File: config.mk
export PLATFORM = sky130hd
export DESIGN_NAME = blkram_arbiter_flat
export DESIGN_NICKNAME = d
export VERILOG_FILES = /design/src/rtl/blkram_arbiter_if.sv /design/src/rtl/blkram_arbiter.sv /design/src/flat_wrapper.sv
export SDC_FILE = /design/constraint.sdc
export NUM_CORES = 1
export LEC_CHECK = 0
export ABC_AREA = 1
export CAP_MARGIN = 10
export CELL_PAD_IN_SITES_DETAIL_PLACEMENT = 0
export CELL_PAD_IN_SITES_GLOBAL_PLACEMENT = 1
export CORE_MARGIN = 2
export CORE_UTILIZATION = 22
export CTS_BUF_LIST = sky130_fd_sc_hd__clkbuf_16
export CTS_CLUSTER_DIAMETER = 30
export DETAILED_ROUTE_END_ITERATION = 7
export GPL_TIMING_DRIVEN = 0
export MAX_ROUTING_LAYER = met4
export PLACE_DENSITY_LB_ADDON = 0.2
export REMOVE_ABC_BUFFERS = 1
export SYNTH_ARGS = -nofsm -noshare
export SYNTH_HDL_FRONTEND = slang
export SYNTH_SLANG_ARGS = --single-unit
File: constraint.sdc
create_clock -name clk -period 1.75 [get_ports clk]
set_input_delay 0.175 -clock clk [delete_from_list [all_inputs] [get_ports clk]]
set_output_delay 0.175 -clock clk [all_outputs]
set_load 0.03 [all_outputs]
File: src/rtl/blkram_arbiter_if.sv
// Request/response bundle between the two RAM masters, the arbiter and the block RAM.
// The slave modport is the arbiter's view; the master modport is the masters-plus-RAM side.
interface blkram_arbiter_if #(
  parameter int ADDR_W = 12
);
  logic              m0_valid;
  logic [3:0]        m0_we;
  logic [ADDR_W-1:0] m0_addr;
  logic [31:0]       m0_wdata;
  logic [31:0]       m0_rdata;
  logic              m0_ready;
  logic              m0_err;

  logic              m1_valid;
  logic [3:0]        m1_we;
  logic [ADDR_W-1:0] m1_addr;
  logic [31:0]       m1_wdata;
  logic [31:0]       m1_rdata;
  logic              m1_ready;
  logic              m1_err;

  logic              ram_select;
  logic [3:0]        ram_we;
  logic              ram_rd;
  logic [ADDR_W-1:0] ram_addr;
  logic [31:0]       ram_wdata;
  logic [31:0]       ram_rdata;

  modport slave (
    input  m0_valid, m0_we, m0_addr, m0_wdata,
    output m0_rdata, m0_ready, m0_err,
    input  m1_valid, m1_we, m1_addr, m1_wdata,
    output m1_rdata, m1_ready, m1_err,
    output ram_select, ram_we, ram_rd, ram_addr, ram_wdata,
    input  ram_rdata
  );

  modport master (
    output m0_valid, m0_we, m0_addr, m0_wdata,
    input  m0_rdata, m0_ready, m0_err,
    output m1_valid, m1_we, m1_addr, m1_wdata,
    input  m1_rdata, m1_ready, m1_err,
    input  ram_select, ram_we, ram_rd, ram_addr, ram_wdata,
    output ram_rdata
  );
endinterface

File: src/rtl/blkram_arbiter.sv
// Two-master arbiter for the shared block RAM with out-of-range rejection.
// Define BLKRAM_ARB_RR_EN for round-robin arbitration; default is fixed priority (master 0 first).
//
// state  | meaning
// IDLE   | no access in flight; arbitrate between requesters
// ISSUE  | registered ram_* outputs presented; RAM samples at end of cycle
// RESP   | ready/err/rdata to granted master; re-arbitrate with it masked
module blkram_arbiter #(
  parameter int NUM_BLKRAM = 14,
  parameter int ADDR_W     = 12
) (
  input  logic            clk,
  input  logic            reset_n,
  blkram_arbiter_if.slave bus
);

  localparam logic [1:0] S_IDLE  = 2'd0;
  localparam logic [1:0] S_ISSUE = 2'd1;
  localparam logic [1:0] S_RESP  = 2'd2;

  localparam logic [ADDR_W:0] ADDR_LIMIT = (ADDR_W+1)'(128 * NUM_BLKRAM);

  logic [1:0]        state;
  logic              grant;
  logic              last_grant;
  logic              err_q;
  logic              rd_q;

  logic              req0;
  logic              req1;
  logic              win;
  logic              do_grant;
  logic [3:0]        sel_we;
  logic [ADDR_W-1:0] sel_addr;
  logic [31:0]       sel_wdata;
  logic              sel_oor;
  logic              resp0;
  logic              resp1;

  // The master being acknowledged in RESP still holds valid, so it is masked.
  always_comb begin
    req0     = bus.m0_valid && !(state == S_RESP && grant == 1'b0);
    req1     = bus.m1_valid && !(state == S_RESP && grant == 1'b1);
    do_grant = (state == S_IDLE || state == S_RESP) && (req0 || req1);
`ifdef BLKRAM_ARB_RR_EN
    win = (req0 && req1) ? !last_grant : (req1 ? 1'b1 : (req0 ? 1'b0 : last_grant));
`else
    win = req0 ? 1'b0 : (req1 ? 1'b1 : last_grant);
`endif
    sel_we    = win ? bus.m1_we    : bus.m0_we;
    sel_addr  = win ? bus.m1_addr  : bus.m0_addr;
    sel_wdata = win ? bus.m1_wdata : bus.m0_wdata;
    sel_oor   = {1'b0, sel_addr} >= ADDR_LIMIT;
  end

  always_ff @(posedge clk or negedge reset_n) begin
    if (!reset_n) begin
      state          <= S_IDLE;
      grant          <= 1'b0;
      last_grant     <= 1'b1;
      err_q          <= 1'b0;
      rd_q           <= 1'b0;
      bus.ram_select <= 1'b0;
      bus.ram_we     <= 4'd0;
      bus.ram_rd     <= 1'b0;
      bus.ram_addr   <= '0;
      bus.ram_wdata  <= 32'd0;
    end else begin
      bus.ram_select <= 1'b0;
      bus.ram_we     <= 4'd0;
      bus.ram_rd     <= 1'b0;
      case (state)
        S_IDLE, S_RESP: begin
          if (do_grant) begin
            grant      <= win;
            last_grant <= win;
            err_q      <= sel_oor;
            rd_q       <= (sel_we == 4'd0);
            if (sel_oor) begin
              bus.ram_addr  <= '0;
              bus.ram_wdata <= 32'd0;
              state         <= S_RESP;
            end else begin
              bus.ram_select <= 1'b1;
              bus.ram_rd     <= (sel_we == 4'd0);
              bus.ram_we     <= sel_we;
              bus.ram_addr   <= sel_addr;
              bus.ram_wdata  <= sel_wdata;
              state          <= S_ISSUE;
            end
          end else begin
            state <= S_IDLE;
          end
        end
        S_ISSUE: state <= S_RESP;
        default: state <= S_IDLE;
      endcase
    end
  end

  // Responses decode straight from state so they vanish the instant reset asserts.
  assign resp0 = (state == S_RESP) && (grant == 1'b0);
  assign resp1 = (state == S_RESP) && (grant == 1'b1);

  assign bus.m0_ready = resp0;
  assign bus.m0_err   = resp0 && err_q;
  assign bus.m0_rdata = (resp0 && rd_q && !err_q) ? bus.ram_rdata : 32'd0;
  assign bus.m1_ready = resp1;
  assign bus.m1_err   = resp1 && err_q;
  assign bus.m1_rdata = (resp1 && rd_q && !err_q) ? bus.ram_rdata : 32'd0;

endmodule
File: src/flat_wrapper.sv
// flat-port wrapper written by rule: the top's interface ports become plain ports
module blkram_arbiter_flat 
#(
  parameter int NUM_BLKRAM = 14,
  parameter int ADDR_W     = 12
)
  (clk, reset_n, bus_m0_valid, bus_m0_we, bus_m0_addr, bus_m0_wdata, bus_m0_rdata, bus_m0_ready, bus_m0_err, bus_m1_valid, bus_m1_we, bus_m1_addr, bus_m1_wdata, bus_m1_rdata, bus_m1_ready, bus_m1_err, bus_ram_select, bus_ram_we, bus_ram_rd, bus_ram_addr, bus_ram_wdata, bus_ram_rdata);
  blkram_arbiter_if #(.ADDR_W(ADDR_W)) bus_i ();
  input  logic clk;
  input  logic reset_n;
  input wire logic [$bits(bus_i.m0_valid)-1:0] bus_m0_valid;
  input wire logic [$bits(bus_i.m0_we)-1:0] bus_m0_we;
  input wire logic [$bits(bus_i.m0_addr)-1:0] bus_m0_addr;
  input wire logic [$bits(bus_i.m0_wdata)-1:0] bus_m0_wdata;
  output wire logic [$bits(bus_i.m0_rdata)-1:0] bus_m0_rdata;
  output wire logic [$bits(bus_i.m0_ready)-1:0] bus_m0_ready;
  output wire logic [$bits(bus_i.m0_err)-1:0] bus_m0_err;
  input wire logic [$bits(bus_i.m1_valid)-1:0] bus_m1_valid;
  input wire logic [$bits(bus_i.m1_we)-1:0] bus_m1_we;
  input wire logic [$bits(bus_i.m1_addr)-1:0] bus_m1_addr;
  input wire logic [$bits(bus_i.m1_wdata)-1:0] bus_m1_wdata;
  output wire logic [$bits(bus_i.m1_rdata)-1:0] bus_m1_rdata;
  output wire logic [$bits(bus_i.m1_ready)-1:0] bus_m1_ready;
  output wire logic [$bits(bus_i.m1_err)-1:0] bus_m1_err;
  output wire logic [$bits(bus_i.ram_select)-1:0] bus_ram_select;
  output wire logic [$bits(bus_i.ram_we)-1:0] bus_ram_we;
  output wire logic [$bits(bus_i.ram_rd)-1:0] bus_ram_rd;
  output wire logic [$bits(bus_i.ram_addr)-1:0] bus_ram_addr;
  output wire logic [$bits(bus_i.ram_wdata)-1:0] bus_ram_wdata;
  input wire logic [$bits(bus_i.ram_rdata)-1:0] bus_ram_rdata;
  assign bus_i.m0_valid = bus_m0_valid;
  assign bus_i.m0_we = bus_m0_we;
  assign bus_i.m0_addr = bus_m0_addr;
  assign bus_i.m0_wdata = bus_m0_wdata;
  assign bus_m0_rdata = bus_i.m0_rdata;
  assign bus_m0_ready = bus_i.m0_ready;
  assign bus_m0_err = bus_i.m0_err;
  assign bus_i.m1_valid = bus_m1_valid;
  assign bus_i.m1_we = bus_m1_we;
  assign bus_i.m1_addr = bus_m1_addr;
  assign bus_i.m1_wdata = bus_m1_wdata;
  assign bus_m1_rdata = bus_i.m1_rdata;
  assign bus_m1_ready = bus_i.m1_ready;
  assign bus_m1_err = bus_i.m1_err;
  assign bus_ram_select = bus_i.ram_select;
  assign bus_ram_we = bus_i.ram_we;
  assign bus_ram_rd = bus_i.ram_rd;
  assign bus_ram_addr = bus_i.ram_addr;
  assign bus_ram_wdata = bus_i.ram_wdata;
  assign bus_i.ram_rdata = bus_ram_rdata;
  blkram_arbiter #(.NUM_BLKRAM(NUM_BLKRAM), .ADDR_W(ADDR_W)) u_core (.clk(clk), .reset_n(reset_n), .bus(bus_i));
endmodule
==> flow_summary.json <==
{
  "start_kind": "flop",
  "ys_top_cells_by_area": "dfrtp_1 (41%), nand2_1 (26%), nor2_1 (8.3%)",
  "fin_cells": 1019,
  "num_vias": 4599,
  "grt_usage_pct": 19.37,
  "routedWlPerCell_um": 17.77,
  "critPathSlowestCell": "dfrtp_1",
  "ys_seq_elements": 56,
  "fin_crit_sh_pct": 109.4,
  "die_y_um": 127.3,
  "worstPathMaxFanout": 8,
  "initial_core_util_pct": 22.25,
  "end_kind": "output port",
  "ys_seq_area_share_pct": 41.94,
  "ys.flop_type": "dfrtp_1",
  "report.power.total_mw": 11.20,
  "area_delta_synth_final_pct": 133.5,
  "dp.cells": 911,
  "antenna_found_initial": 0,
  "dp_hpwl_mm": 8.796,
  "cts_tree": "done",
  "regArea_um2": 1405,
  "netlist.area_leader.share_pct": 41.15,
  "nets": 962,
  "rsz0062_at_grt": "yes",
  "ant_nets": 0,
  "crit_type": "reg -> out",
  "insertion_delay_ns": 0.29,
  "slew_violations": 0,
  "rows": 45,
  "grt_pass1_vias": 4218,
  "grt_overflow": 0,
  "viasPerCell": 4.513,
  "dieArea_um2": 16200,
  "path_clk_slew_ns": 0.07,
  "hold_path_class": "in -> async",
  "pin_count": 250,
  "yosys.cell_types.count": 21,
  "die_w_um": 127.3,
  "clock.fmax_mhz": 522.2,
  "design.core.area_um2": 15030,
  "cts_sinks": 56,
  "powerDensity_nw_per_um2": 1435,
  "gp_congestion": 0.7392,
  "r2r_slack_ns": -0.01,
  "tightest_slew_ns": 0.7983,
  "slowest_delay_ns": 0.42,
  "syn_area_per_cell_um2": 6.623,
  "preCtsSetupSlack_ns": -1.198,
  "antenna_cells": 0,
  "yosysTopAreaCell": "dfrtp_1",
  "drc": 0,
  "finalWorstSetupSlack_ns": -0.1648,
  "cpMostUsedCell": "nand3_4",
  "max_cap_violations": 0,
  "relSlewSlack_pct": 46.62,
  "grt_max_degree": 50,
  "syn_inst": 505,
  "h-tree-depth": 2,
  "yosysMostFrequentCell": "nand2_1",
  "drive_above_1_share_pct": 32.01,
  "fillers": 1441,
  "grt_pass1_wl_mm": 23.36,
  "cp_data_required_time_ns": 1.57,
  "drtIter0Drc": 151,
  "multi_input_area_um2": 2474,
  "final_util_pct": 51.94,
  "clockRootBuffer": "clkbuf_16",
  "hold_viol_final": 0,
  "clock_path_buffers": 2,
  "violations": "setup timing",
  "netlist_top_cells_count": "nand2_1 (229), nor2_1 (74), dfrtp_1 (55)",
  "async_flop_share_pct": 100.0,
  "status": "finished, violations left",
  "crit_chain": "inv_2 > nand3_4 > clkinv_4 > buf_4 > nand3_4 > nor2_1 > clkbuf_4",
  "crit_buf_inv": 4,
  "ys_warn_count": 0,
  "portBuffers": 249,
  "cp.arrival_ns": 1.74,
  "mappedNetlistArea_um2": 3344,
  "leakagePower_nw": 3.693,
  "ir_drop_v": 0.0006244,
  "finalSetupViolCount": 65,
  "cts_buffers": 5,
  "skew_ns": 0.004025,
  "synth_edf_count": 0,
  "dr.pass1.iters": 4,
  "wl_mm": 18.11,
  "crit_family": "buffers and inverters",
  "final.min_clock_period_ns": 1.915
}
[final timing paths]
path / cells past startpoint / startpoint / end
worst min-delay path: 2 / reset_n / u_core.bus.ram_wdata[5]
worst max register to register: 10 / u_core.grant / u_core.bus.ram_wdata[2]
worst min register to register: 2 / u_core.bus.ram_wdata[1] / u_core.bus.ram_wdata[1]
worst max-delay path: 7 / u_core.grant / bus_m0_rdata[1]
max in group asynchronous: 3 / reset_n / u_core.bus.ram_wdata[6]
min in group clk: 2 / u_core.bus.ram_wdata[1] / u_core.bus.ram_wdata[1]
[power by group]
group | internal [mW] | switching, mW | leakage, nW
Sequential | 1.90 | 0.387 | 0.737
Combinational | 3.20 | 4.70 | 2.88
Clock | 0.530 | 0.483 | 0.0716
[layout make-up]
type / instances / share of cell area [%]
inverters: 48 / 3.141
repair buffers: 324 / 41.60
multi-input cells: 390 / 31.68
clock inverters: 3 / 0.2243
repair inverters: 5 / 0.7531
flip-flops and latches: 56 / 17.99
clock buffers: 5 / 1.602
well taps: 188 / 3.012
[repair_timing]
item	CTS	global route
pin swaps	12	55
hold buffers	1	0
setup endpoints to repair	124	115
hold endpoints to repair	22	0
gates resized for setup	430	213
buffers inserted	32	39
cloned	19	10
[cell usage in the layout (no fill, tap or decap), drive strengths merged]
| master | n |
|---|---|
| nand2 | 238 |
| clkdlybuf4s50 | 180 |
| buf | 129 |
| nor2 | 74 |
| dfrtp | 55 |
| inv | 48 |
| nand4 | 43 |
| nand3 | 22 |
| clkbuf | 17 |
| o21ai | 11 |
| clkinv | 6 |
| clkinvlp | 2 |
| dlygate4sd2 | 2 |
| or2 | 2 |
| dlygate4sd3 | 1 |
| dfstp | 1 |
[state kept, by name, summed over array words and instances (netlist names)]
register / count
u_core.bus.ram_select: 1
u_core.bus.ram_rd: 1
u_core.bus.ram_we: 4
u_core.bus.ram_addr: 12
u_core.err_q: 1
u_core.last_grant: 1
u_core.grant: 1
u_core.rd_q: 1
u_core.state: 2
u_core.bus.ram_wdata: 32
[cell families after synthesis]
kind of cell           synth area share (%)
AO/OA/AOI/OAI                         1.085
AND/OR/NAND/NOR                       46.17
buffers and inverters                 10.81
flip-flops                            41.94
[through the flow]
step	hold WS (ns)	area, um2	TNS, ns
2_1_floorplan	-0.1206	3163	-60.76
6_report	0.3984	7809	-4.986
4_1_cts	0.4139	6671	-4.811
5_1_grt	0.4568	7809	-11.10
3_3_place_gp	0.4614	5891	-227.95
3_5_place_dp	0.2092	5936	-111.54
[per-layer routing]
layer	global-route usage [%]	wire [um]	vias to the layer above
met4	4.008	196	0
met2	34.10	9303	205
met5	-	0	-
li1	-	-	2240
met3	4.313	1367	13
met1	22.75	7240	2141
(Power assumes the default switching activity.)
